--- src/rtl/boot_load_pkg.sv ---
// Shared definitions for the boot loader: FSM state encoding and memory sizing defaults.
package boot_load_pkg;

  localparam int DATA_W_DEF = 32;
  localparam int ADDR_W_DEF = 7;
  localparam int MAX_WORDS  = 128;

  typedef enum logic [1:0] {
    ST_IDLE   = 2'd0,
    ST_LOAD_I = 2'd1,
    ST_LOAD_D = 2'd2,
    ST_RUN    = 2'd3
  } state_t;

endpackage

--- src/rtl/word_addr_counter.sv ---
// Write-address counter for one memory; flags the transfer that completes the requested count.
module word_addr_counter
  import boot_load_pkg::*;
#(
  parameter int ADDR_W = ADDR_W_DEF
) (
  input  logic              clk,
  input  logic              rst_n,
  input  logic              clear,
  input  logic              incr,
  input  logic [ADDR_W:0]   target,
  output logic [ADDR_W-1:0] addr,
  output logic              last
);

  logic [ADDR_W-1:0] cnt_r;

  // Address register; after word 127 of a full load it wraps to zero, but the FSM has already left the phase
  always_ff @(posedge clk or negedge rst_n) begin
    if (!rst_n) begin
      cnt_r <= '0;
    end else if (clear) begin
      cnt_r <= '0;
    end else if (incr) begin
      cnt_r <= cnt_r + {{(ADDR_W-1){1'b0}}, 1'b1};
    end else begin
      cnt_r <= cnt_r;
    end
  end

  assign addr = cnt_r;
  assign last = (({1'b0, cnt_r} + {{ADDR_W{1'b0}}, 1'b1}) == target);

endmodule

--- src/rtl/boot_load_ctrl.sv ---
// Boot loader: streams instruction then data words into two memories, then releases the processor.
module boot_load_ctrl
  import boot_load_pkg::*;
#(
  parameter int DATA_W = DATA_W_DEF,
  parameter int ADDR_W = ADDR_W_DEF
) (
  input  logic              clk,
  input  logic              rst_n,
  input  logic              start,
  input  logic              halt,
  input  logic [ADDR_W:0]   imem_count,
  input  logic [ADDR_W:0]   dmem_count,
  input  logic              in_valid,
  input  logic [DATA_W-1:0] in_data,
  output logic              in_ready,
  output logic [DATA_W-1:0] instruction,
  output logic [ADDR_W-1:0] instructionAddress,
  output logic              imem_we,
  output logic [DATA_W-1:0] data,
  output logic [ADDR_W-1:0] dataAddress,
  output logic              writeEnable,
  output logic              cpu_run,
  output logic              busy,
  output logic              error
);

  localparam logic [ADDR_W:0] LIMIT = {1'b1, {ADDR_W{1'b0}}};
  localparam logic [ADDR_W:0] ZERO  = {(ADDR_W+1){1'b0}};

  state_t            state_r;
  logic [ADDR_W:0]   icount_r, dcount_r;
  logic              cpu_run_r, busy_r, error_r;
  logic              imem_we_r, dwe_r;
  logic [DATA_W-1:0] instr_r, data_r;
  logic [ADDR_W-1:0] iaddr_r, daddr_r;

  logic              counts_bad_s, start_ok_s;
  logic              xfer_s, i_xfer_s, d_xfer_s;
  logic [ADDR_W-1:0] i_addr_s, d_addr_s;
  logic              i_last_s, d_last_s;

  assign in_ready     = (state_r == ST_LOAD_I) || (state_r == ST_LOAD_D);
  assign xfer_s       = in_valid && in_ready;
  assign i_xfer_s     = xfer_s && (state_r == ST_LOAD_I);
  assign d_xfer_s     = xfer_s && (state_r == ST_LOAD_D);
  assign counts_bad_s = (imem_count > LIMIT) || (dmem_count > LIMIT);
  assign start_ok_s   = (state_r == ST_IDLE) && start && !counts_bad_s;

  word_addr_counter #(.ADDR_W(ADDR_W)) u_icnt (
    .clk(clk), .rst_n(rst_n), .clear(start_ok_s), .incr(i_xfer_s),
    .target(icount_r), .addr(i_addr_s), .last(i_last_s)
  );

  word_addr_counter #(.ADDR_W(ADDR_W)) u_dcnt (
    .clk(clk), .rst_n(rst_n), .clear(start_ok_s), .incr(d_xfer_s),
    .target(dcount_r), .addr(d_addr_s), .last(d_last_s)
  );

  // Sequencer: phase state plus the status outputs that follow it
  always_ff @(posedge clk or negedge rst_n) begin
    if (!rst_n) begin
      state_r   <= ST_IDLE;
      icount_r  <= '0;
      dcount_r  <= '0;
      cpu_run_r <= 1'b0;
      busy_r    <= 1'b0;
      error_r   <= 1'b0;
    end else begin
      case (state_r)
        ST_IDLE: begin
          if (start && counts_bad_s) begin
            error_r <= 1'b1;
          end else if (start) begin
            error_r  <= 1'b0;
            icount_r <= imem_count;
            dcount_r <= dmem_count;
            if (imem_count != ZERO) begin
              state_r <= ST_LOAD_I;
              busy_r  <= 1'b1;
            end else if (dmem_count != ZERO) begin
              state_r <= ST_LOAD_D;
              busy_r  <= 1'b1;
            end else begin
              state_r   <= ST_RUN;
              cpu_run_r <= 1'b1;
            end
          end
        end
        ST_LOAD_I: begin
          if (i_xfer_s && i_last_s) begin
            if (dcount_r != ZERO) begin
              state_r <= ST_LOAD_D;
            end else begin
              state_r   <= ST_RUN;
              busy_r    <= 1'b0;
              cpu_run_r <= 1'b1;
            end
          end
        end
        ST_LOAD_D: begin
          if (d_xfer_s && d_last_s) begin
            state_r   <= ST_RUN;
            busy_r    <= 1'b0;
            cpu_run_r <= 1'b1;
          end
        end
        ST_RUN: begin
          if (halt) begin
            state_r   <= ST_IDLE;
            cpu_run_r <= 1'b0;
          end
        end
        default: begin
          state_r   <= ST_IDLE;
          busy_r    <= 1'b0;
          cpu_run_r <= 1'b0;
        end
      endcase
    end
  end

  // Memory write ports: one strobe the cycle after each accepted word
  always_ff @(posedge clk or negedge rst_n) begin
    if (!rst_n) begin
      imem_we_r <= 1'b0;
      dwe_r     <= 1'b0;
      instr_r   <= '0;
      iaddr_r   <= '0;
      data_r    <= '0;
      daddr_r   <= '0;
    end else begin
      imem_we_r <= i_xfer_s;
      dwe_r     <= d_xfer_s;
      if (i_xfer_s) begin
        instr_r <= in_data;
        iaddr_r <= i_addr_s;
      end
      if (d_xfer_s) begin
        data_r  <= in_data;
        daddr_r <= d_addr_s;
      end
    end
  end

  assign instruction        = instr_r;
  assign instructionAddress = iaddr_r;
  assign imem_we            = imem_we_r;
  assign data               = data_r;
  assign dataAddress        = daddr_r;
  assign writeEnable        = dwe_r;
  assign cpu_run            = cpu_run_r;
  assign busy               = busy_r;
  assign error              = error_r;

endmodule

--- config.mk ---
export PLATFORM = sky130hd
export DESIGN_NAME = boot_load_ctrl
export DESIGN_NICKNAME = d
export VERILOG_FILES = /design/src/rtl/boot_load_pkg.sv /design/src/rtl/word_addr_counter.sv /design/src/rtl/boot_load_ctrl.sv
export SDC_FILE = /design/constraint.sdc
export NUM_CORES = 1
export LEC_CHECK = 0
export CAP_MARGIN = 30
export CORE_AREA = 2 2 106 108
export CTS_CLUSTER_DIAMETER = 80
export DETAILED_ROUTE_END_ITERATION = 8
export DIE_AREA = 0 0 108 110
export PLACE_DENSITY = 0.9
export SLEW_MARGIN = 15
export SYNTH_ARGS = -nofsm -noshare
export SYNTH_HDL_FRONTEND = slang
export SYNTH_SLANG_ARGS = --single-unit
--- constraint.sdc ---
create_clock -name clk -period 2.49 [get_ports clk]
set_input_delay 0.249 -clock clk [delete_from_list [all_inputs] [get_ports clk]]
set_output_delay 0.249 -clock clk [all_outputs]
set_load 0.005 [all_outputs]
Word level (Yosys, flattened, before mapping)
Cells that the tools add are included.
{ "word_totals": {"word_cells": 91, "out_inout_bits": 84, "inputBits": 53, "ff_bits": 115} }
{ "op_classes": {"mux": 32, "reduce_logical": 24, "addsub": 4, "n_eq_ne": 14, "order_cmp": 2, "bitwise_logic": 1} }
{ "op_table": {"columns": ["cell", "n"], "rows": [
  ["$mux W7", 4],
  ["$reduce_bool A8 Y1", 3],
  ["$mux W1", 19],
  ["$add A7 B1 Y8 const B", 2],
  ["$eq A8 B8 Y1", 2],
  ["$gt A8 B8 Y1 const B", 2],
  ["$add A7 B1 Y7 const B", 2],
  ["$mux W2", 6],
  ["$ne A2 B2 Y1 const B", 6],
  ["$logic_and A1 B1 Y1", 8],
  ["$pmux W2 S4", 1],
  ["$reduce_and A8 Y1", 1],
  ["$reduce_and A7 Y1", 1],
  ["$reduce_bool A2 Y1", 3],
  ["$reduce_and A5 Y1", 1],
  ["$eq A2 B2 Y1 const B", 2],
  ["$ne A2 B1 Y1 const B", 2],
  ["$pmux W1 S4", 1],
  ["$ne A3 B1 Y1 const B", 1],
  ["$pmux W1 S3", 1],
  ["$reduce_and A3 Y1", 1],
  ["$reduce_bool A3 Y1", 1],
  ["$eq A2 B1 Y1 const B", 1],
  ["$logic_not A2 Y1", 1],
  ["4 further kinds", 5]
]} }

Logic depth before layout (Yosys ltp)
{ "depth": {"word_depth": 7, "depth_mapped": 10, "ltp_nobuf": 9} }

Hierarchy
From an unflattened synthesis, not the netlist that was laid out.
{ "unflattened": {"cells_unflattened": 384, "area_unflattened_um2": 5147.4} }
{ "by_module_without_submodules": {"columns": ["module", "seq_area_each_um2", "area_each_um2", "instances", "cells_per_inst"], "rows": [
  ["boot_load_ctrl", 2527.4, 4058.9, 1, 258],
  ["word_addr_counter", 175.2, 544.3, 2, 63]
]} }

Worst setup path before layout
No wires, ideal clock.
{ "synth_path": {"path_type": "register -> register", "from": "register state_r[0]", "to": "register state_r[0]", "arrival_time_ns": 2.090, "required_time_ns": 2.365, "n_path_buf": 0, "synth_period_minus_slack_ns": 2.215, "setup_ns": 0.125, "setup_slack_ns": 0.275, "stages_incl_launch_ff": 10, "cell_sequence": "dfrtp_1 -> inv_1 -> ha_1 -> nand3_1 -> nor3_1 -> nand3_1 -> nor4_1 -> o2bb2ai_1 -> nand3_2 -> mux2_4"} }
{ "synth_between": {"elab_chain_len": 7, "elab_cells_between_ends": 17, "classes_between": "eq/ne (8); mux (1); reduce/logical (8)"} }
{ "synth_rtl": {"columns": ["item", "line", "rtl"], "rows": [
  ["start, declared", "boot_load_ctrl.sv:31", "state_t state_r;"],
  ["start signal, assigned", "boot_load_ctrl.sv:63", "state_r <= ST_IDLE;"],
  ["start signal, assigned", "boot_load_ctrl.sv:79", "state_r <= ST_LOAD_I;"],
  ["start signal, assigned", "boot_load_ctrl.sv:82", "state_r <= ST_LOAD_D;"],
  ["$eq A2 B1 Y1 or $eq A2 B2 Y1 (tied branches)", "boot_load_ctrl.sv:43", "assign in_ready = (state_r == ST_LOAD_I) || (state_r == ST_LOAD_D);"],
  ["$logic_or A1 B1 Y1 (*)", "boot_load_ctrl.sv:43", null],
  ["via in_ready", "boot_load_ctrl.sv:16", "output logic in_ready,"],
  ["$logic_and A1 B1 Y1 (*)", "boot_load_ctrl.sv:44", "assign xfer_s = in_valid && in_ready;"],
  ["$logic_and A1 B1 Y1 (on tied branches)", "boot_load_ctrl.sv:46, boot_load_ctrl.sv:45", null],
  ["$logic_and A1 B1 Y1 (on tied branches)", "boot_load_ctrl.sv:102, boot_load_ctrl.sv:91", null],
  ["$ne A2 B1 Y1 (no line)", null, null],
  ["$reduce_and A5 Y1 (no line) (*)", null, null]
]} }
The timed path passes the listed nets; every way through them passes the cells marked *.
A chain may end at the register's enable or synchronous reset.

Worst setup path after layout
{ "layout_path": {"from": "register state_r[0]", "to": "register state_r[0]"} }
{ "layout_between": {"elab_chain_len": 7, "elab_cells_between_ends": 17, "classes_between": "eq/ne (8); mux (1); reduce/logical (8)"} }
{ "layout_rtl": {"columns": ["item", "line"], "rows": [
  ["$eq A2 B1 Y1 or $eq A2 B2 Y1 (tied branches)", null],
  ["$logic_or A1 B1 Y1", "boot_load_ctrl.sv:43"],
  ["$logic_and A1 B1 Y1", "boot_load_ctrl.sv:44"],
  ["$logic_and A1 B1 Y1 (on tied branches)", "boot_load_ctrl.sv:46, boot_load_ctrl.sv:45"],
  ["$logic_and A1 B1 Y1 (on tied branches)", "boot_load_ctrl.sv:102, boot_load_ctrl.sv:91"],
  ["$ne A2 B1 Y1 (no line)", null],
  ["$reduce_and A5 Y1 (no line)", null]
]} }
Several ways; a longest one is shown, not always the timed one.

==> results_dict.tcl <==
set metrics [dict create \
    vias_per_cell 5.05 \
    avgSynthCellArea_um2 10.1 \
    start_util_pct 47.1 \
    period_share_pct 99.7 \
    core_um2 10700 \
    synthMuxAreaShare_pct 9.57 \
    path_class "reg2reg" \
    place_congestion 0.879 \
    ir_drop_mv 0.982 \
    tightest_slew_ns 0.589 \
    hp-class "in2async" \
    dieWidth_um 108 \
    synth_seq_cells 115 \
    fmax_mhz 403 \
    synth_nets 558 \
    postLayoutCoreUtil_pct 67.3 \
    async_flop_share_pct 100 \
    fin_cells 795 \
    post-place-ws_ns 0.190 \
    grt_max_degree 46 \
    grt_pass1_wl_um 20800 \
    grt_usage_pct 23.1 \
    p_leak_uw 0.00333 \
    clk_latency_ns 0.52 \
    yosysSeqAreaShare_pct 57.1 \
    whs_ns 0.282 \
    period_needed_ns 2.48 \
    portBuffers 136 \
    final_hold_viol_count 0 \
    htree_levels 4 \
    wl_um 12900 \
    hpwlAfterDp_um 8940 \
    synth_top_area_share_pct 57.1 \
    path_buf_inv 1 \
    die_h_um 110 \
    ys_types 43 \
    clock_path_buffers 2 \
    syn-cell-area_um2 5040 \
    cpMaxStageDelayCell "dfrtp_1" \
    antenna_left 0 \
    synth.area.top_cells "dfrtp_1, nand2_1, mux2_2" \
    slew_viol_final 0 \
    drc 0 \
    crit_fanout 5 \
    worst_slack_ns 0.00786 \
    yosys.area_share.adder_pct 1.74 \
    antenna_found_initial 0 \
    cpPeakStageDelay_ns 0.44 \
    finalSetupViolations 0 \
    cp.arrival_ns 2.88 \
    placementRows 38 \
    wl_per_cell_um 16.3 \
    critical_path_required_ns 2.89 \
    cts_buffers 17 \
    grt_pass1_vias 4264 \
    yosysWarnings 0 \
    yosys.area_share.simple_pct 19.8 \
    die_area_um2 11900 \
    io_pins 137 \
    ys.flop_type "dfrtp_1" \
    worstSetupEndpointType "flop" \
    root_buffer "clkbuf_8" \
    syn2layout_area_growth_pct 42.9 \
    dp_cells 759 \
    yosysMostFrequentCell "nand2_1" \
    cts_tree "done" \
    cp_cell_sequence "inv_1 -> ha_1 -> nand3_2 -> nor3_1 -> nand3_1 -> nor4_1 -> o2bb2ai_1 -> nand3_2 -> mux2_4" \
    dr.pass1.iters 4 \
    nNetsFinal 702 \
    layout-drive-gt1-share_pct 14.2 \
    fin_worst_skew_ns 0.00646 \
    overflow 0 \
    synth_edf_count 0 \
    cap_violations 0 \
    synth.largest_area_cell "dfrtp_1" \
    clk_pin_slew_worst_paths_ns 0.06 \
    drtIter0Drc 139 \
    power_density_nw_per_um2 1290 \
    vias 4018 \
    synthTopCellsByCount "nand2_1, dfrtp_1, mux2_2, nor2_1, xnor2_1" \
    synthXorXnorAreaFrac_pct 5.89 \
    diodes 0 \
    crit_family "simple AND/OR/NAND/NOR gates" \
    tns_ns 0 \
    synth_compound_area_share_pct 2.93 \
    cp-start-kind "flop" \
    syn_inst 498 \
    cts.sinks 115 \
    synth_top_family_by_area "simple AND/OR/NAND/NOR gates" \
    slew_headroom_pct 60.8 \
    outcome "finished, final reports clean" \
    path_common_cell "nand3_2" \
]
-- layout make-up --
cell class / instances / area [um2]
timing repair buffer: 151 / 1480
fill: 809 / 3500
tap: 140 / 175
clock inverter: 13 / 183
inverter: 9 / 37.5
clock buffer: 19 / 432
sequential: 115 / 2880
multi-input combinational: 348 / 2020
-- registers in the layout, summed over array words and instances, names as in the netlist --
name                cells
data                   32
instruction            32
dcount_r                8
icount_r                8
dataAddress             7
instructionAddress      7
u_dcnt.addr             7
u_icnt.addr             7
state_r                 2
busy                    1
cpu_run                 1
error                   1
imem_we                 1
writeEnable             1
-- where the power goes --
part	switching (uW)	internal [uW]	total, uW	leakage (uW)
logic	1500	2020	3520	0.00159
registers	575	2680	3250	0.00144
clock network	863	1650	2510	0.000302
total	2940	6350	9290	0.00333
-- layer usage --
metal,track usage [%],vias up,routed length [um]
li1,-,1912,-
met1,26.0,1966,5220
met2,39.5,126,6620
met3,9.70,14,959
met4,8.15,0,130
met5,0,-,0
-- worst paths after layout --
path | cells past startpoint | slack (ns) | startpoint | end
max in group asynchronous | 3 | 1.42 | rst_n | instruction[4]
setup / recovery | 9 | 0.008 | state_r[0] | state_r[0]
hold reg to reg | 2 | 0.47 | instruction[26] | instruction[26]
min in group clk | 3 | 0.29 | in_data[20] | instruction[20]
hold / removal | 2 | 0.28 | rst_n | data[17]
setup reg to reg | 9 | 0.008 | state_r[0] | state_r[0]
-- worst register-to-register path, delay by kind of cell, from the launching register on --
kind,cells,cell delay [ns]
simple gates,5,0.85
flops,1,0.44
fa+ha+maj,1,0.39
mux,1,0.32
compound gates,1,0.26
buf+inv,1,0.10
-- cell families (layout without fill, tap and decap cells) --
| group | Yosys count | count (layout) |
|---|---|---|
| compound gates | 23 | 23 |
| xor+xnor | 33 | 33 |
| fa+ha+maj | 7 | 7 |
| buf+inv | 35 | 192 |
| flops | 115 | 115 |
| mux | 43 | 43 |
| simple gates | 242 | 242 |
-- cells in the final DEF (no fill, tap or decap), types with 9 or more instances in the layout --
cell / instances
clkbuf_16: 16
xnor2_1: 22
xor2_1: 10
nand2_1: 180
buf_4: 14
nand3_1: 9
nor2_1: 24
dfrtp_1: 115
mux2_2: 37
clkdlybuf4s50_1: 135
-- timing repair --
item | CTS | global route
endpoints found under the setup margin | 0 | 10
setup buffers | 0 | 3
gates resized for setup | 0 | 2
endpoints found under the hold margin | 42 | 0
hold buffers | 1 | 0
-- stage by stage --
step / power (uW) / area [um2]
floorplan: 4810 / 5040
global placement: 6500 / 6540
detailed placement: 6720 / 6540
CTS: 9320 / 7170
global route: 9810 / 7200
finish: 9290 / 7200
Power figures use the tool's default switching activity.
==> edit 1: new RTL, same flow settings <==
Set the package constant `ADDR_W_DEF` to 9 (it was 7).
--- a/src/rtl/boot_load_pkg.sv
+++ b/src/rtl/boot_load_pkg.sv
@@ -2,7 +2,7 @@
 package boot_load_pkg;
 
   localparam int DATA_W_DEF = 32;
-  localparam int ADDR_W_DEF = 7;
+  localparam int ADDR_W_DEF = 9;
   localparam int MAX_WORDS  = 128;
 
   typedef enum logic [1:0] {
Interface: changed (resized dataAddress, dmem_count, imem_count and instructionAddress); port bits go from 137 to 145. The function was not compared with the original's and may differ.
==> edit 1 against the unedited design <==
- the run now ends with setup timing left
- hold slack got worse by 0.018 ns
- design area rose by 13%
- setup slack worse by 0.048 ns
- sequential cell count is 12 higher
- wire length grew 21%
- synthesized area is 14% higher
- power is 4.3% higher
- combinational power grew 12%
- critical path type unchanged
- highest routed layer unchanged
==> edit 1: results (changes against the unedited design) <==
* Outcome: finished with violations
* Violated checks: setup timing
* Synth top area cells: dfrtp_1 (55%), nand2_1 (17%), xnor2_1 (3.5%)
* Placed cell count at 899 (+18%)
* Cell Area, Placed at 7430 sq um (+13%)
* Fin nets at 849 (+21%)
* Distinct cell type count after synthesis at 52 (+21%)
* PnR worst setup slack at -0.0402 ns (-0.0481 ns)
* WL/cell at 16.7 um (+2.9%)
* Max transition margin at 62.2% (+1.5 points)
* PortBufs at 144 (+5.9%)
* # setup viols final at 1 (+1)
* Met2 Usage GRT at 47.2% (+7.6 points)
* Syn Inst Count at 625 (+26%)
* Worst-Skew Late Latency at 0.52 ns (about the same)
* Largest net degree at the start of global routing at 50 (+8.7%)
* GR Util met3 at 7.35% (-2.4 points)
* Sequential Power Share at 35.8% (+0.8 points)
* Via count at 5,083 (+27%)
* Detailed Place HPWL at 10,400 um (+16%)
* RD Place Congestion at 0.869 (-1.0%)
* Top cells by count, synth: nand2_1 (266), dfrtp_1 (127), nor2_1 (31)
* 1st-iter DRT viols at 359 (+160%)
* XOR/XNOR share of the synthesized area at 5.77% (-0.12 points)
* DR pass1 iterations at 5 (+1)
* Clk pwr at 2.28 mW (-9.2%)
* All-Layer GR Usage at 27.8% (+4.7 points)
* # fillers at 695 (-14%)
* Dpl ws at -0.0280 ns (-0.218 ns)
* Mux contribution to synthesized area at 4.29% (-5.3 points)
* Syn_nets at 689 (+23%)
* Vias in the first global route at 5,249 (+23%)
* Seq pwr at 3.47 mW (+6.8%)
* Sequential area share after synthesis at 55.3% (-1.9 points)
* R2r worst-path depth at 8 (-1)
* Crit. Startpoint: u_dcnt.addr[1]$_DFFE_PN0P_
* Share of cells above drive strength 1 at 12.9% (-1.3 points)
* Post-cts resize count at 4 (+4)
* Worst-path fanout max at 7 (+2)
* Compound-Gate Fraction of Synth Area at 4.96% (+2.0 points)
* Fin cells at 937 (+18%)
* Largest stage delay, worst path at 0.41 ns (-0.03 ns)
* Post-CTS setup buffers at 3 (+3)
* Sw Pwr at 3.26 mW (+11%)
* Post-Synth Adder-Cell Area at 1.52% (-0.22 points)
* Final Skew at 0.00589 ns (-0.000569 ns)
* CP arrival at 2.93 ns (+0.05 ns)
* P_leak at 3.81 nW (+15%)
==> edit 1: changes by cell type after synthesis, sizes merged, moves of 3 or more <==
| cell | delta |
|---|---|
| buf | +9 |
| nor2 | +7 |
| nand2 | +85 |
| nor2b | +3 |
| nor3 | +6 |
| xor2 | +3 |
| mux2 | -20 |
| inv | +3 |
| dfrtp | +12 |
| o21ai | +3 |
==> edit 1: layer usage <==
metal / wire length, um / part of all wire [%]
met4: 659 / 4.2
met2: 8020 / 51
met5: 0 / 0
met3: 982 / 6.3
met1: 6010 / 38
==> edit 1: layout make-up <==
class | count | area [sq um] | area share, %
Inverter | 11 | 41.3 | 0.507
Multi-Input combinational cell | 453 | 2500 | 30.7
Tap cell | 140 | 175 | 2.15
Timing Repair Buffer | 175 | 1710 | 21.0
Clock buffer | 19 | 422 | 5.18
Clock inverter | 12 | 121 | 1.49
Sequential cell | 127 | 3180 | 39.1
==> edit 2: new RTL, config.mk and constraints unchanged <==
Without the edit above. The 4 states of `state_t` get a one-hot encoding in 4 bits.
--- a/src/rtl/boot_load_pkg.sv
+++ b/src/rtl/boot_load_pkg.sv
@@ -5,11 +5,11 @@
   localparam int ADDR_W_DEF = 7;
   localparam int MAX_WORDS  = 128;
 
-  typedef enum logic [1:0] {
-    ST_IDLE   = 2'd0,
-    ST_LOAD_I = 2'd1,
-    ST_LOAD_D = 2'd2,
-    ST_RUN    = 2'd3
+  typedef enum logic [3:0] {
+    ST_IDLE   = 4'b0001,
+    ST_LOAD_I = 4'b0010,
+    ST_LOAD_D = 4'b0100,
+    ST_RUN    = 4'b1000
   } state_t;
 
 endpackage
Function: no difference found for any inputs over 4 cycles, from zero or initial values and one cycle with rst_n low; so few cycles prove little.
==> edit 2 against the unedited design <==
- wire length is 0.89% higher
- largest cell class unchanged
- highest routed layer unchanged
- design area is 2.7% higher
- power shrank 9.7%
- critical path depth decreased by 1
- synthesized area about the same
- sequential cell count is 2 higher
- setup slack gained 0.030 ns
- die area stayed put
- clock skew is 0.0046 ns higher
==> edit 2: results (changes against the unedited design) <==
* Distinct cell type count after synthesis at 48 (+12%)
* Inverter count at 4 (-5)
* GR Util met3 at 5.11% (-4.6 points)
* Top cells by count, synth: nand2_1 (250), dfrtp_1 (116), nor2_1 (22)
* Largest net degree at the start of global routing at 75 (+63%)
* Fraction of area in multi-input gates at 28.6% (+0.58 points)
* Comb_multi_in at 394 (+13%)
* 1st-iter DRT viols at 243 (+75%)
* Met2 Usage GRT at 38.9% (-0.58 points)
* Cell family with most CP delay: compound AO/OA/AOI/OAI gates
* Tightest Pin Transition at 0.521 ns (-0.0677 ns)
* M1 wire length at 5410 um (+3.8%)
* Met1 Use GR at 27.7% (+1.7 points)
* FF-to-FF Start: u_dcnt.addr[1]$_DFFE_PN0P_
* Clock share of power at 26.9% (-0.2 points)
* P_leak at 3.50 nW (+5.2%)
* Outcome: completed
* Worst-path fanout max at 4 (-1)
* WL met3 at 828 um (-14%)
* Reg area at 2940 sq um (+2.0%)
* VDD IR max at 0.000514 V (-48%)
* Clkbuf count at 21 (+2)
* Vias in the first global route at 4,466 (+4.7%)
* Cell Area, Placed at 6720 sq um (+2.7%)
* Non-clk bufs at 166 (+9.9%)
* Sequential area share after synthesis at 58.1% (+0.96 points)
* RD Place Congestion at 0.953 (+8.4%)
* Worst-Skew Late Latency at 0.50 ns (-0.02 ns)
* Post-CTS setup buffers at 3 (+3)
* Fraction of area in non-clock buffers at 21.6% (+1.1 points)
* WL/cell at 15.3 um (-5.9%)
* # fillers at 778 (-3.8%)
* DR pass1 iterations at 5 (+1)
* Detailed Place HPWL at 8900 um (-0.38%)
## edit 2: cell count changes in the layout (fill, tap and decap cells not counted), moves of 4 or more
cell	change
mux2_2	-21
mux2i_1	-5
nand2_1	+68
dfrtp_2	+5
xnor2_1	-5
ha_1	-5
inv_1	-5
nand4_1	-4
dfrtp_1	-4
buf_4	+15
nand3_1	-7
## edit 2: kinds of logic after synthesis
logic type / share of synthesized area (%)
muxes: 3.80
adders and majority gates: 0.496
AOI/OAI and AO/OA: 4.94
DFF: 58.1
buffers and inverters: 1.86
xor gates and xnor gates: 4.34
and+or+nand+nor: 26.5
## edit 2: stage by stage
step	power [mW]	TNS, ns	std cells	hold slack, ns	worst slack (ns)
floorplan	4.34	0	536	-0.0466	0.0601
global placement	5.85	0	815	0.0519	0.0396
detailed placement	6.04	-0.200	815	0.0541	-0.128
CTS	8.38	-0.00439	850	0.0695	-0.00439
global route	8.91	-0.210	852	0.0633	-0.120
finish	8.38	0	852	0.0924	0.0379
